[config.mk]
export PLATFORM = sky130hd
export DESIGN_NAME = mmind_ctrl_flat
export DESIGN_NICKNAME = d
export VERILOG_FILES = /design/src/rtl/mmind_pkg.sv /design/src/rtl/mmind_ctrl_if.sv /design/src/rtl/mmind_edge.sv /design/src/rtl/mmind_ctrl.sv /design/src/flat_wrapper.sv
export SDC_FILE = /design/constraint.sdc
export NUM_CORES = 1
export LEC_CHECK = 0
export ABC_AREA = 1
export ABC_CLOCK_PERIOD_IN_PS = 5900
export CORE_MARGIN = 2
export CORE_UTILIZATION = 45
export CTS_CLUSTER_DIAMETER = 30
export CTS_CLUSTER_SIZE = 10
export DETAILED_ROUTE_END_ITERATION = 10
export HOLD_SLACK_MARGIN = 0.15
export PLACE_DENSITY = 0.74
export SKIP_LAST_GASP = 1
export SYNTH_ARGS = -nofsm -noshare
export SYNTH_HDL_FRONTEND = slang
export SYNTH_HIERARCHICAL = 1
export SYNTH_SLANG_ARGS = --single-unit
[constraint.sdc]
create_clock -name clk -period 5.9 [get_ports clk]
set_clock_uncertainty 0.2 [all_clocks]
set_input_delay 0.885 -clock clk [delete_from_list [all_inputs] [get_ports clk]]
set_output_delay 0.885 -clock clk [all_outputs]
set_load 0.03 [all_outputs]
[src/rtl/mmind_pkg.sv]
// Shared constants and state encodings for the mastermind game sequencer.
package mmind_pkg;
  localparam int NPEG        = 4;
  localparam int CW          = 2;
  localparam int MAX_GUESSES = 8;
  localparam int SW_W        = NPEG * CW;

  typedef enum logic [2:0] {
    S_IDLE  = 3'd0,
    S_GUESS = 3'd1,
    S_EXACT = 3'd2,
    S_COLOR = 3'd3,
    S_DONE  = 3'd4,
    S_WIN   = 3'd5,
    S_LOSE  = 3'd6
  } state_e;
endpackage

[src/rtl/mmind_ctrl_if.sv]
// Button/switch inputs and score/display outputs of the game sequencer.
interface mmind_ctrl_if;
  import mmind_pkg::*;

  logic            setans_btn;
  logic            guess_btn;
  logic [SW_W-1:0] switches;
  logic [2:0]      black;
  logic [2:0]      white;
  logic [3:0]      guess_cnt;
  logic            score_valid;
  logic            win;
  logic            lose;
  logic [2:0]      state_o;

  modport master (
    output setans_btn, guess_btn, switches,
    input  black, white, guess_cnt, score_valid, win, lose, state_o
  );

  modport slave (
    input  setans_btn, guess_btn, switches,
    output black, white, guess_cnt, score_valid, win, lose, state_o
  );
endinterface

[src/rtl/mmind_edge.sv]
// Rising-edge detector: pulse in the cycle the input is first seen high after low.
// Zero latency (combinational on the current sample); no backpressure.
module mmind_edge (
  input  logic clk,
  input  logic reset,
  input  logic btn_i,
  output logic rise_o
);
  logic prev_q;

  always_ff @(posedge clk) begin
    if (reset) prev_q <= 1'b0;
    else       prev_q <= btn_i;
  end

  assign rise_o = btn_i & ~prev_q;
endmodule

[src/rtl/mmind_ctrl.sv]
// Mastermind sequencer: latch answer/guess, score serially, track guesses, declare win/lose.
// Score 9 cycles after the guess edge; buttons during scoring are dropped, not queued.
module mmind_ctrl
  import mmind_pkg::*;
(
  input  logic         clk,
  input  logic         reset,
  mmind_ctrl_if.slave  bus
);
  localparam logic [2:0] FULL_B  = 3'(NPEG);
  localparam logic [3:0] MAX_CNT = 4'(MAX_GUESSES);

  state_e          state_q, state_d;
  logic [SW_W-1:0] ans_q, ans_d, gss_q, gss_d;
  logic [1:0]      idx_q, idx_d;
  logic [2:0]      acc_b_q, acc_b_d, acc_c_q, acc_c_d;
  logic [2:0]      black_q, black_d, white_q, white_d;
  logic [3:0]      cnt_q, cnt_d;
  logic            sv_q, sv_d, win_q, win_d, lose_q, lose_d;
  logic            set_rise, guess_rise;
  logic [2:0]      n_ans, n_gss, n_min;

  mmind_edge u_set_edge (.clk(clk), .reset(reset), .btn_i(bus.setans_btn), .rise_o(set_rise));
  mmind_edge u_gss_edge (.clk(clk), .reset(reset), .btn_i(bus.guess_btn),  .rise_o(guess_rise));

  function automatic logic [2:0] col_cnt(input logic [SW_W-1:0] code, input logic [CW-1:0] c);
    logic [2:0] n;
    n = '0;
    for (int i = 0; i < NPEG; i++) begin
      if (code[i*CW +: CW] == c) n = n + 3'd1;
    end
    return n;
  endfunction

  // idx doubles as peg index in S_EXACT and colour value in S_COLOR
  assign n_ans = col_cnt(ans_q, idx_q);
  assign n_gss = col_cnt(gss_q, idx_q);
  assign n_min = (n_ans < n_gss) ? n_ans : n_gss;

  always_comb begin
    state_d = state_q;
    ans_d   = ans_q;
    gss_d   = gss_q;
    idx_d   = idx_q;
    acc_b_d = acc_b_q;
    acc_c_d = acc_c_q;
    black_d = black_q;
    white_d = white_q;
    cnt_d   = cnt_q;
    sv_d    = 1'b0;
    win_d   = win_q;
    lose_d  = lose_q;
    case (state_q)
      S_IDLE, S_WIN, S_LOSE: begin
        if (set_rise) begin
          ans_d   = bus.switches;
          cnt_d   = '0;
          black_d = '0;
          white_d = '0;
          win_d   = 1'b0;
          lose_d  = 1'b0;
          state_d = S_GUESS;
        end
      end
      S_GUESS: begin
        if (guess_rise) begin
          gss_d   = bus.switches;
          cnt_d   = (cnt_q == MAX_CNT) ? cnt_q : cnt_q + 4'd1;
          idx_d   = '0;
          acc_b_d = '0;
          acc_c_d = '0;
          state_d = S_EXACT;
        end
      end
      S_EXACT: begin
        if (ans_q[int'(idx_q)*CW +: CW] == gss_q[int'(idx_q)*CW +: CW]) acc_b_d = acc_b_q + 3'd1;
        idx_d = idx_q + 2'd1;
        if (idx_q == 2'd3) state_d = S_COLOR;
      end
      S_COLOR: begin
        acc_c_d = acc_c_q + n_min;
        idx_d   = idx_q + 2'd1;
        // Publish on the last colour so the pulse and new score coincide in S_DONE
        if (idx_q == 2'd3) begin
          black_d = acc_b_q;
          white_d = acc_c_d - acc_b_q;
          sv_d    = 1'b1;
          state_d = S_DONE;
        end
      end
      S_DONE: begin
        if (black_q == FULL_B) begin
          win_d   = 1'b1;
          state_d = S_WIN;
        end else if (cnt_q == MAX_CNT) begin
          lose_d  = 1'b1;
          state_d = S_LOSE;
        end else begin
          state_d = S_GUESS;
        end
      end
      default: state_d = S_IDLE;
    endcase
  end

  always_ff @(posedge clk) begin
    if (reset) begin
      state_q <= S_IDLE;
      ans_q   <= '0;
      gss_q   <= '0;
      idx_q   <= '0;
      acc_b_q <= '0;
      acc_c_q <= '0;
      black_q <= '0;
      white_q <= '0;
      cnt_q   <= '0;
      sv_q    <= 1'b0;
      win_q   <= 1'b0;
      lose_q  <= 1'b0;
    end else begin
      state_q <= state_d;
      ans_q   <= ans_d;
      gss_q   <= gss_d;
      idx_q   <= idx_d;
      acc_b_q <= acc_b_d;
      acc_c_q <= acc_c_d;
      black_q <= black_d;
      white_q <= white_d;
      cnt_q   <= cnt_d;
      sv_q    <= sv_d;
      win_q   <= win_d;
      lose_q  <= lose_d;
    end
  end

  assign bus.black       = black_q;
  assign bus.white       = white_q;
  assign bus.guess_cnt   = cnt_q;
  assign bus.score_valid = sv_q;
  assign bus.win         = win_q;
  assign bus.lose        = lose_q;
  assign bus.state_o     = state_q;
endmodule

[src/flat_wrapper.sv]
// flat-port wrapper written by rule: the top's interface ports become plain ports
module mmind_ctrl_flat import mmind_pkg::*;
  (clk, reset, bus_setans_btn, bus_guess_btn, bus_switches, bus_black, bus_white, bus_guess_cnt, bus_score_valid, bus_win, bus_lose, bus_state_o);
  mmind_ctrl_if bus_i ();
  input  logic clk;
  input  logic reset;
  input wire logic [$bits(bus_i.setans_btn)-1:0] bus_setans_btn;
  input wire logic [$bits(bus_i.guess_btn)-1:0] bus_guess_btn;
  input wire logic [$bits(bus_i.switches)-1:0] bus_switches;
  output wire logic [$bits(bus_i.black)-1:0] bus_black;
  output wire logic [$bits(bus_i.white)-1:0] bus_white;
  output wire logic [$bits(bus_i.guess_cnt)-1:0] bus_guess_cnt;
  output wire logic [$bits(bus_i.score_valid)-1:0] bus_score_valid;
  output wire logic [$bits(bus_i.win)-1:0] bus_win;
  output wire logic [$bits(bus_i.lose)-1:0] bus_lose;
  output wire logic [$bits(bus_i.state_o)-1:0] bus_state_o;
  assign bus_i.setans_btn = bus_setans_btn;
  assign bus_i.guess_btn = bus_guess_btn;
  assign bus_i.switches = bus_switches;
  assign bus_black = bus_i.black;
  assign bus_white = bus_i.white;
  assign bus_guess_cnt = bus_i.guess_cnt;
  assign bus_score_valid = bus_i.score_valid;
  assign bus_win = bus_i.win;
  assign bus_lose = bus_i.lose;
  assign bus_state_o = bus_i.state_o;
  mmind_ctrl u_core (.clk(clk), .reset(reset), .bus(bus_i));
endmodule
# After elaboration in Yosys (flattened, before gate mapping)
# Cells that the tools add are included.
word_totals:
  out_inout_bits: 16
  wordCells: 118
  inputBits: 12
  regBits: 42
classes:
  order_cmp: 1
  n_reduce_logical: 20
  shift: 2
  n_mux: 38
  bitwise: 5
  n_addsub: 11
  n_eq_ne: 27
ops:
  columns: ["cell", "n"]
  rows:
  - ["$mux W3", 18]
  - ["$pmux W3 S2", 4]
  - ["$eq A2 B2 Y1", 9]
  - ["$shiftx A8 B4 Y2", 2]
  - ["$add A3 B1 Y3 const B", 5]
  - ["$pmux W3 S5", 1]
  - ["$ne A2 B1 Y1 const B", 7]
  - ["$eq A3 B3 Y1 const B", 4]
  - ["$mux W4", 3]
  - ["$reduce_and A4 Y1", 3]
  - ["$reduce_bool A2 Y1", 6]
  - ["$reduce_and A3 Y1", 3]
  - ["$pmux W4 S2", 1]
  - ["$reduce_and A2 Y1", 4]
  - ["$mux W1", 7]
  - ["$eq A3 B2 Y1 const B", 2]
  - ["$add A1 B1 Y2 const B", 2]
  - ["$add A4 B1 Y4 const B", 1]
  - ["$eq A4 B4 Y1 const B", 1]
  - ["$ne A2 B2 Y1 const B", 2]
  - ["$pmux W1 S2", 2]
  - ["$pmux W2 S2", 1]
  - ["$reduce_or A2 Y1", 2]
  - ["$add A3 B3 Y3", 1]
  - ["10 further kinds", 13]

# Longest topological paths before layout
# Gate-level depths: netlist of the first run.
depth:
  depth_word: 14
  depth_mapped: 28
  depth_no_buf: 27

# Modules after synthesis
# The synthesis of the first run kept the hierarchy.
by_module_without_submodules:
  columns: ["mod", "cells_per_inst", "seq_area_each_um2", "instances", "area_per_inst_um2"]
  rows:
  - ["mmind_ctrl", 408, 800.8, 1, 2742.6]
  - ["mmind_edge", 4, 20.0, 2, 31.3]

# Worst setup path before layout of the first run
# OpenSTA, ideal clock, no wires.
synth_path:
  kind: "reg2reg"
  startpoint: "register u_core.idx_q[0]"
  endpoint: "register u_core.white_q[2], in the netlist u_core/bus.white[2]"
  arrival_ns: 4.056
  path_buffers: 2
  slack_ns: 1.573
  required_ns: 5.630
  synth_period_minus_slack_ns: 4.327
  stages_incl_launch_ff: 26
  setup_time_ns: 0.070
  cell_sequence: "dfxtp_1 > buf_6 > buf_6 > nor2_1 > nor3_1 > ha_1 > nand3b_1 > nand2_1 > ha_1 > inv_1 > nor2_1 > xor2_1 > ha_1 > inv_1 > a21oi_1 > nand2_2 > nand2_1 > nand2_1 > ha_1 > fa_1 > inv_1 > fa_1 > xnor2_1 > xor2_1 > nand2_1 > a21oi_1"
synth_between:
  elab_chain_cells: 14
  word_cells_on_any_way: 31
  classes_between: "8 x add/sub; 1 x order compare; 10 x eq/ne; 11 x mux; 1 x reduce/logical"
synth_rtl:
  columns: ["item", "line", "source"]
  rows:
  - ["start, declared", "mmind_ctrl.sv:15", "logic [1:0] idx_q, idx_d;"]
  - ["start signal, assigned", "mmind_ctrl.sv:124", "idx_q <= idx_d;"]
  - ["$eq A2 B2 Y1", "mmind_ctrl.sv:30", "if (code[i*CW +: CW] == c) n = n + 3'd1;"]
  - ["$mux W1", "mmind_ctrl.sv:30", null]
  - ["$add A1 B1 Y2", "mmind_ctrl.sv:30", null]
  - ["$mux W3", "mmind_ctrl.sv:30", null]
  - ["$add A3 B1 Y3", "mmind_ctrl.sv:30", null]
  - ["$mux W3", "mmind_ctrl.sv:30", null]
  - ["$add A3 B1 Y3", "mmind_ctrl.sv:30", null]
  - ["$mux W3", "mmind_ctrl.sv:30", null]
  - ["$lt A3 B3 Y1", "mmind_ctrl.sv:38", "assign n_min = (n_ans < n_gss) ? n_ans : n_gss;"]
  - ["$mux W3", "mmind_ctrl.sv:38", null]
  - ["$add A3 B3 Y3", "mmind_ctrl.sv:81", "acc_c_d = acc_c_q + n_min;"]
  - ["$sub A3 B3 Y3", "mmind_ctrl.sv:86", "white_d = acc_c_d - acc_b_q;"]
  - ["$mux W3", "mmind_ctrl.sv:84", "if (idx_q == 2'd3) begin"]
  - ["$pmux W3 S2", "mmind_ctrl.sv:53", "case (state_q)"]
  - ["end signal, assigned", "mmind_ctrl.sv:128", "white_q <= white_d;"]
  - ["end, declared", "mmind_ctrl.sv:17", "logic [2:0] black_q, black_d, white_q, white_d;"]
# Parallel ways exist; a longest one is shown, timed or not. The select of a mux whose other input is x is not followed.
# A chain may end at the register's enable or synchronous reset.

# Worst setup path in the final report of the first run
# Ends and elaborated chain as after synthesis.

==> results of run 1 <==
-- registers in the layout (all words and copies together), names as in the netlist, 2 cells and up --
register and flops:
u_core/bus.state_o 3, u_core/bus.guess_cnt 4, u_core/bus.white 3, u_core/acc_c_q 3, u_core/bus.black 3, u_core/idx_q 2, u_core/ans_q 8, u_core/gss_q 8
u_core/acc_b_q 3
-- metrics by stage --
step / hold slack [ns] / total power [mW] / cells
detailed placement: 0.260 / 1.83 / 507
global placement: 0.254 / 1.77 / 507
floorplan: 0.252 / 1.58 / 416
CTS: 0.273 / 2.03 / 515
finish: 0.270 / 2.01 / 515
global route: 0.297 / 2.28 / 515
-- final cells by class --
type                    instances  share of cell area (%)
multi-input cells             299                    51.2
well taps                      75                    2.96
clock buffers                   6                    2.61
clock inverters                 2                   0.395
flip-flops and latches         42                    26.6
repair buffers                 28                    8.77
inverters                      63                    7.47
-- worst max-delay path: cells and delay by family, from the launching register on --
family | cells | cell delay (ns)
adder cells (fa/ha/maj) | 6 | 1.85
AND/OR/NAND/NOR | 9 | 1.06
flip-flops | 1 | 0.50
buffers and inverters | 4 | 0.44
XOR/XNOR | 3 | 0.43
AO/OA/AOI/OAI | 2 | 0.35
-- power groups by stage --
stage | Combinational (mW) | Clock (mW) | Sequential [mW]
6_report | 1.41 | 0.199 | 0.405
5_1_grt | 1.65 | 0.217 | 0.413
4_1_cts | 1.42 | 0.204 | 0.405
3_5_place_dp | 1.42 | 0 | 0.411
3_3_place_gp | 1.36 | 0 | 0.409
2_1_floorplan | 1.18 | 0 | 0.404
-- worst max-delay path by stage --
| stage | from | endpoint | slack, ns | depth (start not counted) |
|---|---|---|---|---|
| after CTS | u_core/idx_q[0]$_SDFFE_PP0P_ | u_core/bus.white[2]$_SDFFE_PP0P_ | 0.98 | 24 |
| after global placement | u_core/idx_q[0]$_SDFFE_PP0P_ | u_core/bus.white[2]$_SDFFE_PP0P_ | 1.26 | 24 |
| final | u_core/idx_q[0]$_SDFFE_PP0P_ | u_core/bus.white[2]$_SDFFE_PP0P_ | 0.98 | 24 |
| after floorplan | u_core/idx_q[0]$_SDFFE_PP0P_ | u_core/bus.white[2]$_SDFFE_PP0P_ | 1.57 | 25 |
| after global routing | u_core/idx_q[0]$_SDFFE_PP0P_ | u_core/bus.white[2]$_SDFFE_PP0P_ | 0.61 | 25 |
| after detailed placement | u_core/idx_q[0]$_SDFFE_PP0P_ | u_core/bus.white[2]$_SDFFE_PP0P_ | 1.01 | 24 |
-- layer usage --
layer / track usage, % / vias to the layer above / part of all wire, %
met5: 0 / - / 0
met4: 5.07 / 0 / 1.2
met3: 3.08 / 7 / 2.6
met2: 32.4 / 30 / 49
met1: 21.3 / 1132 / 47
li1: - / 1349 / -
-- logic make-up after synthesis --
kind of cell / after synthesis / share of synthesized area (%)
AND/OR/NAND/NOR: 200 / 32.2
AO/OA/AOI/OAI: 68 / 12.9
buffers and inverters: 75 / 12.2
XOR/XNOR: 14 / 4.64
adder cells (fa/ha/maj): 17 / 8.12
flip-flops: 42 / 30.0
-- layout by cell type (no fill, tap or decap), types with 2 or more instances in the layout --
| cell | n |
|---|---|
| sky130_fd_sc_hd__a21oi_1 | 33 |
| sky130_fd_sc_hd__clkbuf_8 | 6 |
| sky130_fd_sc_hd__clkdlybuf4s50_1 | 27 |
| sky130_fd_sc_hd__dfxtp_1 | 42 |
| sky130_fd_sc_hd__fa_1 | 2 |
| sky130_fd_sc_hd__ha_1 | 15 |
| sky130_fd_sc_hd__inv_1 | 54 |
| sky130_fd_sc_hd__inv_2 | 9 |
| sky130_fd_sc_hd__nand2_1 | 96 |
| sky130_fd_sc_hd__nand2_2 | 11 |
| sky130_fd_sc_hd__nand2_4 | 2 |
| sky130_fd_sc_hd__nand3_1 | 19 |
| sky130_fd_sc_hd__nand3_2 | 2 |
| sky130_fd_sc_hd__nand3b_1 | 2 |
| sky130_fd_sc_hd__nand4_1 | 2 |
| sky130_fd_sc_hd__nor2_1 | 54 |
| sky130_fd_sc_hd__nor2_2 | 2 |
| sky130_fd_sc_hd__nor2_4 | 2 |
| sky130_fd_sc_hd__nor3_1 | 4 |
| sky130_fd_sc_hd__o211ai_1 | 2 |
| sky130_fd_sc_hd__o21ai_0 | 21 |
| sky130_fd_sc_hd__o21ai_1 | 8 |
| sky130_fd_sc_hd__o21ai_2 | 2 |
| sky130_fd_sc_hd__xnor2_1 | 6 |
| sky130_fd_sc_hd__xor2_1 | 7 |
==> run metrics, run 1 <==
outcome complete, no violations; total of warnings raised by yosys 6; post-placement worst setup slack just over 1 ns; die outline area around 0.0069 mm²; number of DRC markers after the initial detailed-route iteration between 100 and 150; Initial Utilization 47.1%; Min-Delay Path Depth 2; count of mapped cells out of synthesis 416; max-slew violation count 0; pin count of the biggest net entering global routing 22; Largest stage delay, worst path ~0.51 ns; normalized max-slew margin between 50% and 60%; fin worst setup slack a little under 1 ns; Int Power 0.978 mW; deepest level of the CTS H-tree 2; Avg Synthesized Cell Area just under 7 µm²; post-synthesis sequential element count between 40 and 50; worst reg-to-reg path cell count 24; count of port buffers added during placement 27; total number of placement rows 28; RSZ-0062 raised after global routing no; final net count around 470; Sum Neg Setup Slack 0 ns; data required time of the worst path 5.93 ns; global route overflow 0; floorplan die width just over 80 µm; class of the most critical hold timing path flop to flop; number of global-route vias before repair 2415; worst-case clock buffer depth 2; insertion delay to the later sink of the worst-skew pair ~0.30 ns; worst min-delay path startpoint u_core/bus.white[0]$_SDFFE_PP0P_; Crit Reg-Reg Endpoint u_core/bus.white[2]$_SDFFE_PP0P_; most used standard cell by instance count after synthesis sky130_fd_sc_hd__nand2_1; CTS tree done; number of enable-type register cells in the synthesized netlist 0; post-CTS setup buffers 0; Setup CP Type flop to flop; crit path time final between 4 and 5 ns; DRC violations left 0; number of buffers inserted during clock tree synthesis 5; category of the worst setup path launch point flop; total number of vias around 2500; clock sink count 42; worst IR drop on VDD approximately 270 µV; share of power burned in the clock network 9.9%; post-CTS clock slew at the launch and capture registers of the worst setup and hold paths 0.09 ns; first drt pass iteration count 4; synth-to-layout area growth 12.9%; cell area after layout between 0.003 and 0.004 mm²; post-synth cell types 33; total placed instance area roughly 0.0031 mm²; most common library cells after synthesis sky130_fd_sc_hd__nand2_1, sky130_fd_sc_hd__inv_1, sky130_fd_sc_hd__nor2_1; capture endpoint of the worst hold path u_core/bus.white[0]$_SDFFE_PP0P_; multi-input gate area in the final layout 0.00162 mm²; fraction of power consumed by sequential logic roughly a fifth; top_reg_cell synth sky130_fd_sc_hd__dfxtp_1; routed wire length per instance 11.2 µm; Critical Path End Type flop; combined flip-flop and latch cell area around 840 µm²; share of the synthesized area in the top cell type between 20% and 30%; Vias/cell approximately 4.9; global-route wire length before repair between 10 and 15 mm; Net Count, Synth 445; Comb pwr share ~70%; fraction of final layout cells with drive strength greater than 1 10.0%; async set-reset flop share out of synthesis 0%; remaining number of nets flagged by the antenna check after routing 0; slew of the pin with the lowest slew margin 0.733 ns; highest-delay cell along the critical path sky130_fd_sc_hd__fa_1; CTS Hold Bufs 0; Static Leak between 1 and 1.5 nW; cell area after synthesis about 0.0028 mm²; max cap viols 0; sequence of cells on the critical path buf_4 > nor2_1 > nor3_1 > ha_1 > nand3b_1 > nand2_1 > ha_1 > inv_1 > nor2_1 > xor2_1 > ha_1 > inv_1 > a21oi_1 > nand2_2 > nand2_1 > nand2_1 > ha_1 > fa_1 > inv_1 > fa_1 > xnor2_1 > xor2_1 > nand2_1 > a21oi_1; placer's final routability congestion estimate just over 0.8; gr usage total 17.8%; switching pwr between 1 and 1.5 mW; # diodes 0; worst-case register-to-register setup slack just under 1 ns; Period Utilization, post-route between 80% and 90%; leading cell types by total area after synthesis sky130_fd_sc_hd__dfxtp_1, sky130_fd_sc_hd__nand2_1, sky130_fd_sc_hd__inv_1, sky130_fd_sc_hd__nor2_1, sky130_fd_sc_hd__ha_1; Final Hold Viols 0; Setup-failing EPs final 0; library cell occupying the most area in the post-synthesis netlist sky130_fd_sc_hd__dfxtp_1; worst endpoint data arrival time 4.94 ns; post-detailed-routing wire length approximately 5.8 mm; filler cell count in the final layout 603; Final HPWL DP around 4.5 mm; fmax 203 MHz; startpoint of the most critical register-to-register path u_core/idx_q[0]$_SDFFE_PP0P_; Root Driver sky130_fd_sc_hd__clkbuf_8; chip height 83.0 µm; num ports 28; Power per Cell Area about 640 mW/mm²; worst-path fanout max 20; switching power share of the total around half; cts repair resizes 0; share of the yosys chip area belonging to registers between 20% and 30%; final core utilization between 50% and 60%; core outline area 0.00596 mm²; antenna violations before repair 0
Power figures use the tool's default switching activity.
==> inputs of run 2 (changes only) <==
Settings changed: ABC_CLOCK_PERIOD_IN_PS 5900 to 4300, PLACE_DENSITY 0.74 to 0.77.
Clock period 5.9 ns to 4.3 ns, I/O delays scaled along.
==> run metrics, run 2 (synthesized netlist as in run 1, its figures left out) <==
outcome finished with violations; failing checks setup timing; number of global-route vias before repair 2658 (+10%); normalized max-slew margin 50.7% (-0.30 points); first drt pass iteration count 4 (unchanged); Setup CP Type flop to flop; gr usage total 19.3% (+1.5 points); floorplan die width 83.0 µm (unchanged); commonest non-fill, non-tap cell in the layout sky130_fd_sc_hd__nand2_1; Setup-failing EPs final 1 (+1); deepest level of the CTS H-tree 2 (unchanged); met3 track demand over resource 2.49% (-0.60 points); remaining number of nets flagged by the antenna check after routing 0 (unchanged); chip height 83.0 µm (unchanged); core outline area 0.00596 mm² (unchanged); CP delay by family, top adder cells; total number of placement rows 28 (unchanged); data required time of the worst path 4.26 ns (-1.67 ns); fraction of final layout cells with drive strength greater than 1 20.6% (+11 points); max cap viols 0 (unchanged); fmax 228 MHz (+12%); die outline area 0.00688 mm² (unchanged); synth-to-layout area growth 24.9%; Final HPWL DP 4.77 mm (+4.9%); fin worst setup slack -0.0843 ns (-1.07 ns); worst endpoint data arrival time 4.34 ns (-0.60 ns); antenna violations before repair 0 (unchanged); crit path time final 4.38 ns (-0.531 ns); CTS tree done; global-route wire length before repair 11.4 mm (+10%); Vias/cell 5.04 (+3.0%); total number of vias 2720 (+8.0%); Critical Path End Type flop; filler cell count in the final layout 521 (-14%); Final Hold Viols 0 (unchanged); highest-delay cell along the critical path sky130_fd_sc_hd__fa_1; most congested layer reported by global routing met2; Sum Neg Setup Slack -0.0843 ns (-0.0843 ns); global route overflow 0 (unchanged); Period Utilization, post-route 102% (+19 points); top library cells by usage in the layout, fill and taps aside sky130_fd_sc_hd__nand2_1, sky130_fd_sc_hd__inv_1, sky130_fd_sc_hd__nor2_1; RSZ-0062 raised after global routing yes; pin count of the biggest net entering global routing 22 (unchanged); number of buffers inserted during clock tree synthesis 5 (unchanged); routed wire length per instance 12.2 µm (+8.6%); cell with the most instances on the worst path sky130_fd_sc_hd__nand2_1; Largest stage delay, worst path 0.50 ns (about the same); DRC violations left 0 (unchanged); Root Driver sky130_fd_sc_hd__clkbuf_8; worst-path fanout max 6 (-70%); clock sink count 42 (unchanged); post-CTS clock slew at the launch and capture registers of the worst setup and hold paths 0.08 ns (about the same); number of DRC markers after the initial detailed-route iteration 148 (+42%); multi-input gate area in the final layout 0.00172 mm² (+5.7%); met1 Usage GRT 23.0% (+1.7 points); final net count 493 (+5.3%); post-detailed-routing wire length 6.56 mm (+14%); count of port buffers added during placement 27 (unchanged); class of the most critical hold timing path flop to flop; slew of the pin with the lowest slew margin 0.737 ns (+0.00449 ns); insertion delay to the later sink of the worst-skew pair 0.30 ns (about the same); Initial Utilization 47.1% (unchanged); number of buffer and inverter instances along the worst setup path 5 (+1); max-slew violation count 0 (unchanged); worst-case clock buffer depth 2 (unchanged); met2 track demand over resource in global routing 35.6% (+3.2 points); category of the worst setup path launch point flop; # diodes 0 (unchanged); num ports 28 (unchanged); placer's final routability congestion estimate 0.853 (+3.1%); combined flip-flop and latch cell area 851 µm² (+1.2%)
run 2: cell types whose count changed in the layout (fill, tap and decap cells not counted), moves of 4 or more:
cell and delta:
sky130_fd_sc_hd__nor2_1 -6, sky130_fd_sc_hd__dfxtp_1 -4, sky130_fd_sc_hd__buf_4 +25, sky130_fd_sc_hd__inv_1 -4, sky130_fd_sc_hd__inv_2 +4, sky130_fd_sc_hd__nor2_2 +5
run 2: stage by stage:
stage / area (µm²) / std cells / util, % / setup slack [ns] / hold WS [ns]
2_1_floorplan: 2810 / 416 / - / 0.0405 / 0.252
3_3_place_gp: 3180 / 520 / 53.4 / -0.0701 / 0.252
3_5_place_dp: 3180 / 520 / 53.4 / -0.271 / 0.256
4_1_cts: 3430 / 536 / 57.5 / 0.00762 / 0.269
5_1_grt: 3500 / 540 / 58.8 / -0.323 / 0.285
6_report: 3500 / 540 / 58.8 / -0.0843 / 0.267
run 2: cell type report:
type                    count  share of cell area (%)
clock buffers               6                    2.36
clock inverters             2                    1.71
inverters                  63                    6.75
multi-input cells         299                    48.9
flip-flops and latches     42                    24.3
well taps                  75                    2.68
repair buffers             53                    13.3
run 2: worst min-delay path, stage by stage, from the launching register on:
cell and delay, ns:
sky130_fd_sc_hd__dfxtp_1 0.31, sky130_fd_sc_hd__nand2_1 0.06, sky130_fd_sc_hd__a21oi_1 0.05
run 2: repair_timing:
item	4_1_cts	5_1_grt
setup buffers	8	4
hold buffers	0	0
pin swaps	6	10
resized for setup	12	19
setup endpoints to repair	2	3
hold endpoints to repair	0	0
run 2: path summary, 6_finish.rpt:
check | from | endpoint | slack (ns) | cells past startpoint
setup / recovery | u_core/idx_q[0]$_SDFFE_PP0P_ | u_core/bus.white[2]$_SDFFE_PP0P_ | -0.08 | 25
hold / removal | u_core/bus.white[0]$_SDFFE_PP0P_ | u_core/bus.white[0]$_SDFFE_PP0P_ | 0.27 | 2
setup reg to reg | u_core/idx_q[0]$_SDFFE_PP0P_ | u_core/bus.white[2]$_SDFFE_PP0P_ | -0.08 | 25
hold reg to reg | u_core/bus.white[0]$_SDFFE_PP0P_ | u_core/bus.white[0]$_SDFFE_PP0P_ | 0.27 | 2
run 2: metal layers:
| metal | part of all wire [%] | vias up |
|---|---|---|
| met5 | 0 | - |
| met4 | 1.6 | 0 |
| met3 | 2.9 | 9 |
| met2 | 51 | 41 |
| met1 | 45 | 1270 |
| li1 | - | 1400 |
Power of run 2 is left out: the tool's default activity adds up to more than one toggle a clock period on the data nets, which glitch-free logic cannot reach.
